[config.mk]
export PLATFORM = sky130hd
export DESIGN_NAME = ad80305_tx_sched
export DESIGN_NICKNAME = d
export VERILOG_FILES = /design/src/rtl/ad80305_tx_sched.sv
export SDC_FILE = /design/constraint.sdc
export NUM_CORES = 1
export LEC_CHECK = 0
export ABC_CLOCK_PERIOD_IN_PS = 2720
export CORE_MARGIN = 2
export CORE_UTILIZATION = 40
export CTS_BUF_LIST = sky130_fd_sc_hd__clkbuf_8
export CTS_CLUSTER_SIZE = 14
export DETAILED_ROUTE_END_ITERATION = 16
export SYNTH_ARGS = -nofsm -noshare
export SYNTH_HDL_FRONTEND = slang
export SYNTH_SLANG_ARGS = --single-unit
[constraint.sdc]
create_clock -name i_fpga_clk -period 2.72 [get_ports i_fpga_clk]
set_input_delay 0.272 -clock i_fpga_clk [delete_from_list [all_inputs] [get_ports i_fpga_clk]]
set_output_delay 0.272 -clock i_fpga_clk [all_outputs]
set_load 0.02 [all_outputs]
[src/rtl/ad80305_tx_sched.sv]
// TX sequencing and source arbitration for the AD80305 LVCMOS DDR path.
// Drives the TX clock-crossing FIFO write side: bring-up, pacing and FIFO error recovery.
module ad80305_tx_sched #(
   parameter int RATE_DIV   = 4,
   parameter int FLUSH_CYC  = 8,
   parameter int SETTLE_CYC = 64,
   parameter int PREFILL    = 4
) (
   input  logic        i_fpga_clk,
   input  logic        i_fpga_rst,
   input  logic        i_tx_en,
   input  logic [1:0]  i_src_sel,
   input  logic [11:0] i_bb_idata,
   input  logic [11:0] i_bb_qdata,
   input  logic        i_fifo_wrfull,
   input  logic        i_fifo_rdempty,
   output logic        o_fifo_aclr,
   output logic        o_fifo_wrreq,
   output logic [23:0] o_fifo_data,
   output logic [2:0]  o_state,
   output logic        o_running,
   output logic [15:0] o_ovf_cnt,
   output logic [15:0] o_unf_cnt
);

   localparam int DATA_W = 12;

   localparam logic [3:0] PACE_LAST    = 4'(RATE_DIV - 1);
   localparam logic [9:0] FLUSH_LAST   = 10'(FLUSH_CYC - 1);
   localparam logic [9:0] SETTLE_LAST  = 10'(SETTLE_CYC - 1);
   localparam logic [9:0] PREFILL_LAST = 10'(PREFILL - 1);

   typedef enum logic [2:0] {
      ST_IDLE    = 3'd0,
      ST_FLUSH   = 3'd1,
      ST_SETTLE  = 3'd2,
      ST_PREFILL = 3'd3,
      ST_RUN     = 3'd4
   } state_t;

   state_t state, state_nxt;

   logic [3:0]  pace;
   logic [9:0]  seq_cnt;
   logic [11:0] ramp;
   logic        rdempty_p0, rdempty_p1, rdempty_p2;
   logic [15:0] ovf_cnt, unf_cnt;
   logic        aclr, wrreq, running;
   logic [23:0] data;

   logic        active, strobe, write, ovf_evt, unf_evt, ramp_wr;
   logic signed [DATA_W-1:0] word_i, word_q;

   function automatic logic [15:0] sat_inc(input logic [15:0] v);
      return (v == 16'hFFFF) ? v : v + 16'd1;
   endfunction

   assign active  = (state == ST_PREFILL) || (state == ST_RUN);
   assign strobe  = active && (pace == PACE_LAST);
   assign ovf_evt = strobe && i_fifo_wrfull;
   assign unf_evt = (state == ST_RUN) && rdempty_p1 && !rdempty_p2;
   assign write   = strobe && !i_fifo_wrfull && i_tx_en;
   assign ramp_wr = write && (i_src_sel == 2'd1);

   always_comb begin
      word_i = '0;
      word_q = '0;
      case (i_src_sel)
         2'd0: begin
            word_i = i_bb_idata;
            word_q = i_bb_qdata;
         end
         2'd1: begin
            word_i = ramp;
            word_q = ~ramp;
         end
         default: ;
      endcase
   end

   always_comb begin
      state_nxt = state;
      case (state)
         ST_IDLE:    state_nxt = ST_FLUSH;
         ST_FLUSH:   if (seq_cnt == FLUSH_LAST) state_nxt = ST_SETTLE;
         ST_SETTLE:  if (seq_cnt == SETTLE_LAST) state_nxt = ST_PREFILL;
         ST_PREFILL: begin
            if (ovf_evt)
               state_nxt = ST_FLUSH;
            else if (write && (seq_cnt == PREFILL_LAST))
               state_nxt = ST_RUN;
         end
         ST_RUN:     if (ovf_evt || unf_evt) state_nxt = ST_FLUSH;
         default:    state_nxt = ST_IDLE;
      endcase
      // disable wins over every other transition
      if (!i_tx_en)
         state_nxt = ST_IDLE;
   end

   always_ff @(posedge i_fpga_clk or negedge i_fpga_rst) begin
      if (!i_fpga_rst)
         state <= ST_IDLE;
      else
         state <= state_nxt;
   end

   // p0/p1 synchronise the read-side empty flag, p2 holds the previous sample for edge detect
   always_ff @(posedge i_fpga_clk or negedge i_fpga_rst) begin
      if (!i_fpga_rst) begin
         rdempty_p0 <= 1'b1;
         rdempty_p1 <= 1'b1;
         rdempty_p2 <= 1'b1;
      end else begin
         rdempty_p0 <= i_fifo_rdempty;
         rdempty_p1 <= rdempty_p0;
         rdempty_p2 <= rdempty_p1;
      end
   end

   always_ff @(posedge i_fpga_clk or negedge i_fpga_rst) begin
      if (!i_fpga_rst) begin
         seq_cnt <= '0;
         pace    <= '0;
         ramp    <= '0;
         wrreq   <= 1'b0;
         data    <= '0;
         aclr    <= 1'b1;
         running <= 1'b0;
         ovf_cnt <= '0;
         unf_cnt <= '0;
      end else begin
         if (state_nxt != state)
            seq_cnt <= '0;
         else if ((state == ST_FLUSH) || (state == ST_SETTLE) || ((state == ST_PREFILL) && write))
            seq_cnt <= seq_cnt + 10'd1;

         if (active && ((state_nxt == ST_PREFILL) || (state_nxt == ST_RUN)))
            pace <= (pace == PACE_LAST) ? 4'd0 : pace + 4'd1;
         else
            pace <= '0;

         if ((state_nxt == ST_FLUSH) && (state != ST_FLUSH))
            ramp <= '0;
         else if (ramp_wr)
            ramp <= ramp + 12'd1;

         wrreq <= write;
         if (write)
            data <= {word_q, word_i};

         aclr    <= (state_nxt == ST_IDLE) || (state_nxt == ST_FLUSH);
         running <= (state_nxt == ST_RUN);

         ovf_cnt <= ovf_evt ? sat_inc(ovf_cnt) : ovf_cnt;
         unf_cnt <= unf_evt ? sat_inc(unf_cnt) : unf_cnt;
      end
   end

   assign o_fifo_aclr  = aclr;
   assign o_fifo_wrreq = wrreq;
   assign o_fifo_data  = data;
   assign o_state      = state;
   assign o_running    = running;
   assign o_ovf_cnt    = ovf_cnt;
   assign o_unf_cnt    = unf_cnt;

endmodule

# Word-level counts from Yosys, hierarchy flattened
# Cells that the tools add are included.
# totals
reg_bits	91
in_bits	31
output_inout_bits	62
word_cells	78
# classes
n_addsub	5
eq_ne	16
n_mux	15
n_bitwise	3
reduce_logical	26
# ops
operator	n
12-bit case mux with 2 select lines	2
16-bit by 1-bit adder with 16-bit output (second input constant)	2
16-bit equality test (second input constant)	2
12-bit 2-to-1 mux	2
10-bit 2-to-1 mux	2
3-bit 2-to-1 mux	6
3-bit case mux with 5 select lines	1
12-bit by 1-bit adder with 12-bit output (second input constant)	1
12-bit NOT	1
1-bit logical AND	11
10-bit by 1-bit adder with 10-bit output (second input constant)	1
10-bit by 2-bit equality test with 1-bit output (second input constant)	1
10-bit by 3-bit equality test with 1-bit output (second input constant)	1
10-bit by 6-bit equality test with 1-bit output (second input constant)	1
3-bit by 2-bit equality test with 1-bit output (second input constant)	3
4-bit 2-to-1 mux	2
3-bit by 1-bit equality test with 1-bit output (second input constant)	2
3-bit equality test (second input constant)	2
3-bit zero test	2
1-bit logical OR	6
4-bit by 1-bit adder with 4-bit output (second input constant)	1
4-bit by 2-bit equality test with 1-bit output (second input constant)	1
2-bit AND reduction	2
2-bit nonzero test	2
6 further kinds	8

# Longest topological paths before layout
# Gate-level depths: netlist of run 1.
# depth
word_depth	14
mapped_depth	8
ltp_nobuf	8

# Least setup slack after synthesis of run 1
# OpenSTA, ideal clock, no wires.
# synth_path
path_type	flip-flop to flip-flop
start	reg seq_cnt[6]
end	reg seq_cnt[1]
setup_time_ns	0.144
t_arrival_ns	1.918
required_time_ns	2.576
path_slack_ns	0.659
stages_incl_launch_ff	6
n_path_buf	0
period_less_slack_ns	2.061
path_cell_list	dfrtp_1 -> or4_1 -> o31a_1 -> or3_1 -> nand4_4 -> a211oi_1
# synth_via
elab_chain_cells	8
word_cells_on_any_way	13
classes_between	eq/ne (4); mux (7); reduce/logical (2)
# synth_rtl
item	line_no	rtl
start, declared	44	logic [9:0] seq_cnt;
start signal, assigned	136	seq_cnt <= seq_cnt + 10'd1;
10-bit by 2-bit equality test with 1-bit output	90	else if (write && (seq_cnt == PREFILL_LAST))
1-bit logical AND	90	
3-bit 2-to-1 mux	90	
3-bit 2-to-1 mux	88	if (ovf_evt)
3-bit case mux with 5 select lines *	83	case (state)
3-bit 2-to-1 mux *	97	if (!i_tx_en)
3-bit inequality test *	133	if (state_nxt != state)
10-bit 2-to-1 mux or 2-bit nonzero test (tied branches)	-	
# Mark *: on every way between the ends. The rest lies on a longest branch, timed or not.
# A chain may end at the register's enable or synchronous reset.

# Final worst setup path of run 1
# layout_path
start	reg pace[0]
end	reg seq_cnt[9]
# layout_via
elab_chain_cells	11
word_cells_on_any_way	17
classes_between	eq/ne (2); mux (6); reduce/logical (9)
# layout_rtl
item	line_no	rtl
start, declared	43	logic [3:0] pace;
start signal, assigned	139	pace <= (pace == PACE_LAST) ? 4'd0 : pace + 4'd1;
4-bit by 2-bit equality test with 1-bit output *	59	assign strobe = active && (pace == PACE_LAST);
1-bit logical AND *	59	
1-bit logical AND (2 in a row)	62	assign write = strobe && !i_fifo_wrfull && i_tx_en;
1-bit logical AND	90	
3-bit 2-to-1 mux	90	
3-bit 2-to-1 mux	88	
3-bit case mux with 5 select lines	83	
3-bit 2-to-1 mux	97	
3-bit inequality test	133	
10-bit 2-to-1 mux or 2-bit nonzero test (tied branches)	-	
# Marked as above.

==> results of run 1 <==
[logic make-up (layout without fill, tap and decap cells)]
family / after synthesis / count (layout) / synth area share (%)
flops: 91 / 91 / 48.8
compound gates: 64 / 64 / 10.2
mux: 27 / 27 / 5.84
simple gates: 184 / 184 / 20.7
fa+ha+maj: 5 / 5 / 1.34
buf+inv: 44 / 141 / 3.64
xor+xnor: 50 / 50 / 9.37
[layout make-up]
cell class / instances / area [sq um]
multi-input cells: 330 / 2230
well taps: 143 / 179
inverters: 24 / 90.1
repair buffers: 101 / 1000
clock inverters: 6 / 87.6
fillers: 1085 / 5420
clock buffers: 10 / 138
flip-flops and latches: 91 / 2280
[stage by stage]
stage	util, %	cell area (sq um)	hold WS, ns	total power, W
floorplan	-	4670	-0.0236	0.00148
global placement	50.5	5770	0.341	0.00158
detailed placement	50.5	5770	0.351	0.00158
CTS	52.6	6000	0.273	0.00263
global route	52.6	6000	0.280	0.00270
finish	52.6	6000	0.289	0.00260
[critical path: stages, from the launching register on]
cell      delay, ns
dfrtp_1        0.38
ha_1           0.23
nor3b_2        0.36
nand4_1        0.13
and4_1         0.27
or3_1          0.54
a211oi_1       0.32
[cell usage in the layout, fill, tap and decap left out, types with 10 or more instances in the layout]
cell,instances
clkdlybuf4s50_1,91
dfrtp_1,87
nand2_1,53
xnor2_1,36
nor2_1,28
mux2i_1,25
o31ai_1,24
inv_1,23
nand3_1,22
nand4_1,15
xor2_1,14
nor3_1,13
a21oi_1,11
a211oi_1,11
and3_1,10
clkbuf_8,10
[power breakdown]
part,internal [W],switching (W)
clock,0.000544,0.000507
combinational,0.0000844,0.0000969
sequential,0.00136,0.00000618
total,0.00199,0.000610
[how the worst max path moves through the flow]
stage / to / slack [ns] / cells after the start
finish: seq_cnt[9] / 0.39 / 6
global route: seq_cnt[3] / 0.18 / 6
CTS: seq_cnt[3] / 0.35 / 6
detailed placement: seq_cnt[3] / 0.24 / 5
global placement: seq_cnt[9] / 0.36 / 5
floorplan: seq_cnt[1] / 0.66 / 5
[registers in the layout, indices dropped and copies added (netlist names), 3 cells and up]
| register | flops |
|---|---|
| o_fifo_data | 24 |
| o_ovf_cnt | 16 |
| o_state | 3 |
| o_unf_cnt | 16 |
| pace | 4 |
| ramp | 12 |
| seq_cnt | 10 |
[layer usage]
layer / track usage, % / share of wire, % / wire length (um) / vias to the layer above
met4: 5.37 / 1.3 / 142 / 0
met3: 5.72 / 4.9 / 544 / 14
met2: 29.2 / 48 / 5330 / 87
met1: 24.3 / 45 / 5000 / 1804
met5: 0 / 0 / 0 / -
li1: - / - / - / 1833
==> implementation parameters, run 1 <==
Parameter                              Value

Synth
  Cells after Synth ... 465
  Proportion of netlist area held by the largest area contributor ... 46.6%
  EDFF count, synth ... 0
  Biggest area consumer among synthesized cells ... dfrtp_1
  Count of different cell masters after synthesis ... just over 50
  Dominant cell by count in the synthesized netlist ... dfrtp_1
  Cell area after synthesis ... 0.00467 sq mm
  Number of register bits inferred by synthesis ... 91
  Number of warnings issued by yosys ... 0
  Mapped Nets ... 501
  Sequential element share of the synthesized area ... approximately half
  Share of synthesized flip-flops with an asynchronous set or reset ... 100%
  Ys flop type ... dfrtp_1
  Ranking of synthesized cells by area ... dfrtp_1 (47%), xnor2_1 (6.7%), mux2i_1 (5.4%)
  Commonest cells in the synthesized netlist ... dfrtp_1 (87), nand2_1 (53), xnor2_1 (36)
  Mean cell area of the mapped netlist ... between 10 and 15 sq um

Route
  ANT nets after route ... 0
  Violation count after the first detailed-routing iteration ... 254
  Wirelength per Cell ... 15.6 um
  Drt drc ... 0
  Detail-routed via count per cell ... approximately 5.3
  Detailed-route wire length ... between 10 and 15 mm
  Via count ... 3738
  Drt first pass iters ... 4

GRT
  Antenna violations before repair ... 0
  Total global-route track usage ... 18.3%
  Global-route wire length before repair ... 18.4 mm
  Largest net degree at the start of global routing ... 51
  Overall overflow remaining after global route ... 0
  Via count of the first global-routing pass ... 3649

Clocking
  Worst-skew pair later-pin latency ... 0.38 ns
  CTS max path bufs ... 2
  Clock tree from TritonCTS ... yes
  Root buffer cell ... clkbuf_8
  Number of sinks driven by the clock tree ... 91
  H-tree level count ... 3
  Hold-fix buffer count after cts ... 1
  Clock slew at the register clock pins of the worst setup and hold paths ... roughly 0.090 ns
  Number of gates given a new drive strength after cts ... 0
  Post-CTS Setup Inserts ... 0
  Num CTS Buffers ... 9

Setup path
  Worst setup slack for register-to-register paths ... roughly 0.39 ns
  Crit. End Element ... flip-flop
  R2r endpoint ... seq_cnt[9]
  Endpoint required time on the critical path ... around 3 ns
  FF-to-FF path depth ... 6
  Start point of the critical path ... pace[0]
  Start of the worst register-to-register path ... pace[0]
  Critical-path maximum fanout ... 10
  Arrival @ worst endpoint ... between 2 and 3 ns
  Startpoint Class ... flip-flop
  CP Class ... flip-flop to flip-flop

Timing
  Final Cycle Share ... around 86%
  Worst-case headroom to the max-slew limit ... between 50% and 60%
  Final TNS setup ... 0 ns
  Hold Fails Final Rpt ... 0
  Number of setup violations in the final report ... 0
  RSZ-0062 raised after global routing ... no
  Min Clock Period, post-route ... around 2.3 ns
  Number of max-slew violations in the final report ... 0
  Slew of the pin with the lowest slew margin ... 0.733 ns
  Final worst-path setup slack ... between 0.3 and 0.4 ns
  Clock tree skew after final layout ... 0.0115 ns
  Peak clock frequency supported by timing ... between 0.4 and 0.5 GHz

Place
  Count of input and output buffers ... slightly above 90
  Pre-CTS setup slack ... 0.244 ns
  GPL Wtd Cong ... between 0.7 and 0.8
  HPWL after detailed placement ... about 7.9 mm
  Cell Count Post-Placement ... slightly below 700

Min path
  Min-delay src ... i_fifo_rdempty
  Classification of the worst-slack hold path ... input pin to flip-flop
  Sink of the worst hold path ... rdempty_p0
  Cells on Worst Hold Path ... 1

Layout
  Number of inserted diodes ... 0
  Share of layout cells above drive strength 1 ... approximately 7.5%
  Number of nets in the layout ... about 600
  Count of placed standard cells in the final layout, fillers left out ... a little over 700
  Layout overhead on the synthesized area ... 28.5%

Power and ir drop
  Leakage power total ... about 2.6 nW
  Peak supply drop ... between 300 and 400 uV
  Ratio of total power to cell area ... roughly 430 mW/mm^2

Floorplan
  Initial core utilization ... approximately 41%
  X dimension of the die ... 112 um
  Top-level port count ... just over 90
  Vert. Die Dim ... 112 um
  Std-Cell Core Area ... 0.0114 sq mm
  Number of placement rows ... 39
  Total Die Area ... 0.0126 sq mm

Run
  Max capacitance violation total ... 0

Status
  Outcome ... finished, final reports clean
No activity file was read; power rests on OpenSTA's default activity.
==> run 2: changes to the inputs <==
PLACE_DENSITY_LB_ADDON = 0.25   (was default)
SKIP_CTS_REPAIR_TIMING = 1   (was default)
==> run 2 against run 1 <==
  * Critical path depth is the same
  * Total power shrank 6.2%
  * Cell area shrank 0.65%
  * Non-clock buffer count is the same
  * Global-route usage shrank 0.39 points
  * Register-to-register slack is essentially flat
  * Critical path type unchanged
==> implementation parameters, run 2 (same netlist as run 1, synthesis figures left out) <==
Parameter                              Value

Status
  Outcome ... finished, final reports clean

Min path
  Sink of the worst hold path ... rdempty_p0
  Cells on Worst Hold Path ... 1
  Classification of the worst-slack hold path ... input pin to flip-flop
  Min-delay src ... i_fifo_rdempty

Place
  Pre-CTS setup slack ... 0.299 ns
  HPWL after detailed placement ... 7.76 mm
  Cell Count Post-Placement ... about 690
  GPL Wtd Cong ... 0.858
  Count of input and output buffers ... between 90 and 100

Layout
  Fill cell total of the finished layout ... 1051
  Number of nets in the layout ... 593
  Share of layout cells above drive strength 1 ... 7.47%
  Number of inserted diodes ... 0
  Layout overhead on the synthesized area ... 27.6%
  Reg area ... ~0.0023 sq mm
  Count of placed standard cells in the final layout, fillers left out ... about 710
  Most frequent cells in the layout ... clkdlybuf4s50_1 (91), dfrtp_1 (87), nand2_1 (53), xnor2_1 (36), nor2_1 (28)
  Most common cell after layout, fill and taps aside ... clkdlybuf4s50_1
  Area occupied by multi-input gates ... 0.00223 sq mm
  Flip-flop count of the largest register, all copies and words added ... 24

Timing
  Hold Fails Final Rpt ... 0
  RSZ-0062 raised after global routing ... no
  Final TNS setup ... 0 ns
  Min Clock Period, post-route ... approximately 2.3 ns
  Slew of the pin with the lowest slew margin ... 0.746 ns
  Clock tree skew after final layout ... between 0.009 and 0.01 ns
  Number of max-slew violations in the final report ... 0
  Number of setup violations in the final report ... 0
  Peak clock frequency supported by timing ... around 0.43 GHz
  Final worst-path setup slack ... between 0.4 and 0.5 ns
  Final Cycle Share ... between 80% and 90%
  Worst-case headroom to the max-slew limit ... approximately 50%

GRT
  Overall overflow remaining after global route ... 0
  Via count of the first global-routing pass ... about 3700
  Antenna violations before repair ... 0
  Global-route wire length before repair ... around 18 mm
  Largest net degree at the start of global routing ... 52
  Total global-route track usage ... between 10% and 20%

Floorplan
  Number of placement rows ... 39
  Vert. Die Dim ... ~110 um
  Top-level port count ... 93
  Initial core utilization ... about two fifths
  Total Die Area ... about 0.013 sq mm
  X dimension of the die ... approximately 110 um
  Std-Cell Core Area ... approximately 0.011 sq mm

Route
  Via count ... ~3800
  Violation count after the first detailed-routing iteration ... 210
  Detailed-route wire length ... ~11 mm
  Drt drc ... 0
  Drt first pass iters ... 5
  ANT nets after route ... 0
  Wirelength per Cell ... roughly 15 um
  Detail-routed via count per cell ... between 5 and 6

Setup path
  Worst setup slack for register-to-register paths ... approximately 0.41 ns
  Start of the worst register-to-register path ... pace[0]
  Crit. End Element ... flip-flop
  Worst path cell trace ... ha_1 -> nor3b_2 -> nand4_1 -> and4_1 -> or3_1 -> a211oi_1
  CP Class ... flip-flop to flip-flop
  FF-to-FF path depth ... 6
  Startpoint Class ... flip-flop
  Endpoint required time on the critical path ... about 3 ns
  Start point of the critical path ... pace[0]
  Arrival @ worst endpoint ... roughly 2.6 ns
  Critical-path maximum fanout ... 10
  R2r endpoint ... seq_cnt[3]
  Largest stage delay on the critical path ... between 0.5 and 0.6 ns
  Cell at the slowest stage of the critical path ... or3_1

Clocking
  Root buffer cell ... clkbuf_8
  Number of sinks driven by the clock tree ... between 90 and 100
  Clock tree from TritonCTS ... yes
  Clock slew at the register clock pins of the worst setup and hold paths ... approximately 0.09 ns
  Num CTS Buffers ... 9
  H-tree level count ... 3
  Worst-skew pair later-pin latency ... around 0.38 ns
  CTS max path bufs ... 2

Run
  Max capacitance violation total ... 0

Power and ir drop
  Leakage power total ... 2.57 nW
  Total power ... around 0.0024 W
  Ratio of total power to cell area ... a little over 400 mW/mm^2
  Peak supply drop ... roughly 260 uV
run 2: area by class of cell:
type                       instances  area share (%)
tap                              143            3.00
clock buffer                      10            2.31
inverter                          24            1.51
timing repair buffer             101            16.8
multi-input combinational        330            37.3
clock inverter                     6           0.818
sequential                        91            38.3
run 2: metal layers:
layer	wire length, um	vias to the layer above	global-route usage, %	part of all wire (%)
met5	0	-	0	0
met4	208	0	7.32	1.9
met3	483	17	3.35	4.4
met2	5180	107	28.5	48
met1	4990	1837	24.5	46
li1	-	1840	-	-
run 2: power by group:
| group | total (W) | internal (W) | switching (W) |
|---|---|---|---|
| sequential | 0.00137 | 0.00136 | 0.00000609 |
| clock | 0.000890 | 0.000365 | 0.000525 |
| combinational | 0.000182 | 0.0000847 | 0.0000976 |
run 2: worst max path at each step:
stage                     slack (ns)  cells after the start    endpoint
after floorplan                 0.66                      5  seq_cnt[1]
after global placement          0.40                      5  seq_cnt[3]
after detailed placement        0.30                      5  seq_cnt[1]
after CTS                       0.39                      6  seq_cnt[1]
after global routing            0.18                      6  seq_cnt[3]
final                           0.41                      6  seq_cnt[3]
run 2: critical path: cells and delay by family (launching register included):
family | cells | cell delay [ns]
adder cells (fa/ha/maj) | 1 | 0.23
flip-flops | 1 | 0.38
AND/OR/NAND/NOR | 4 | 1.30
AO/OA/AOI/OAI | 1 | 0.31
run 2: per-stage QoR:
step / hold slack (ns) / instance area (sq um) / utilization, %
4_1_cts: -0.0654 / 5950 / 52.1
6_report: 0.295 / 5960 / 52.2
3_3_place_gp: 0.344 / 5770 / 50.5
5_1_grt: 0.286 / 5960 / 52.2
3_5_place_dp: 0.347 / 5770 / 50.5
2_1_floorplan: -0.0236 / 4670 / -
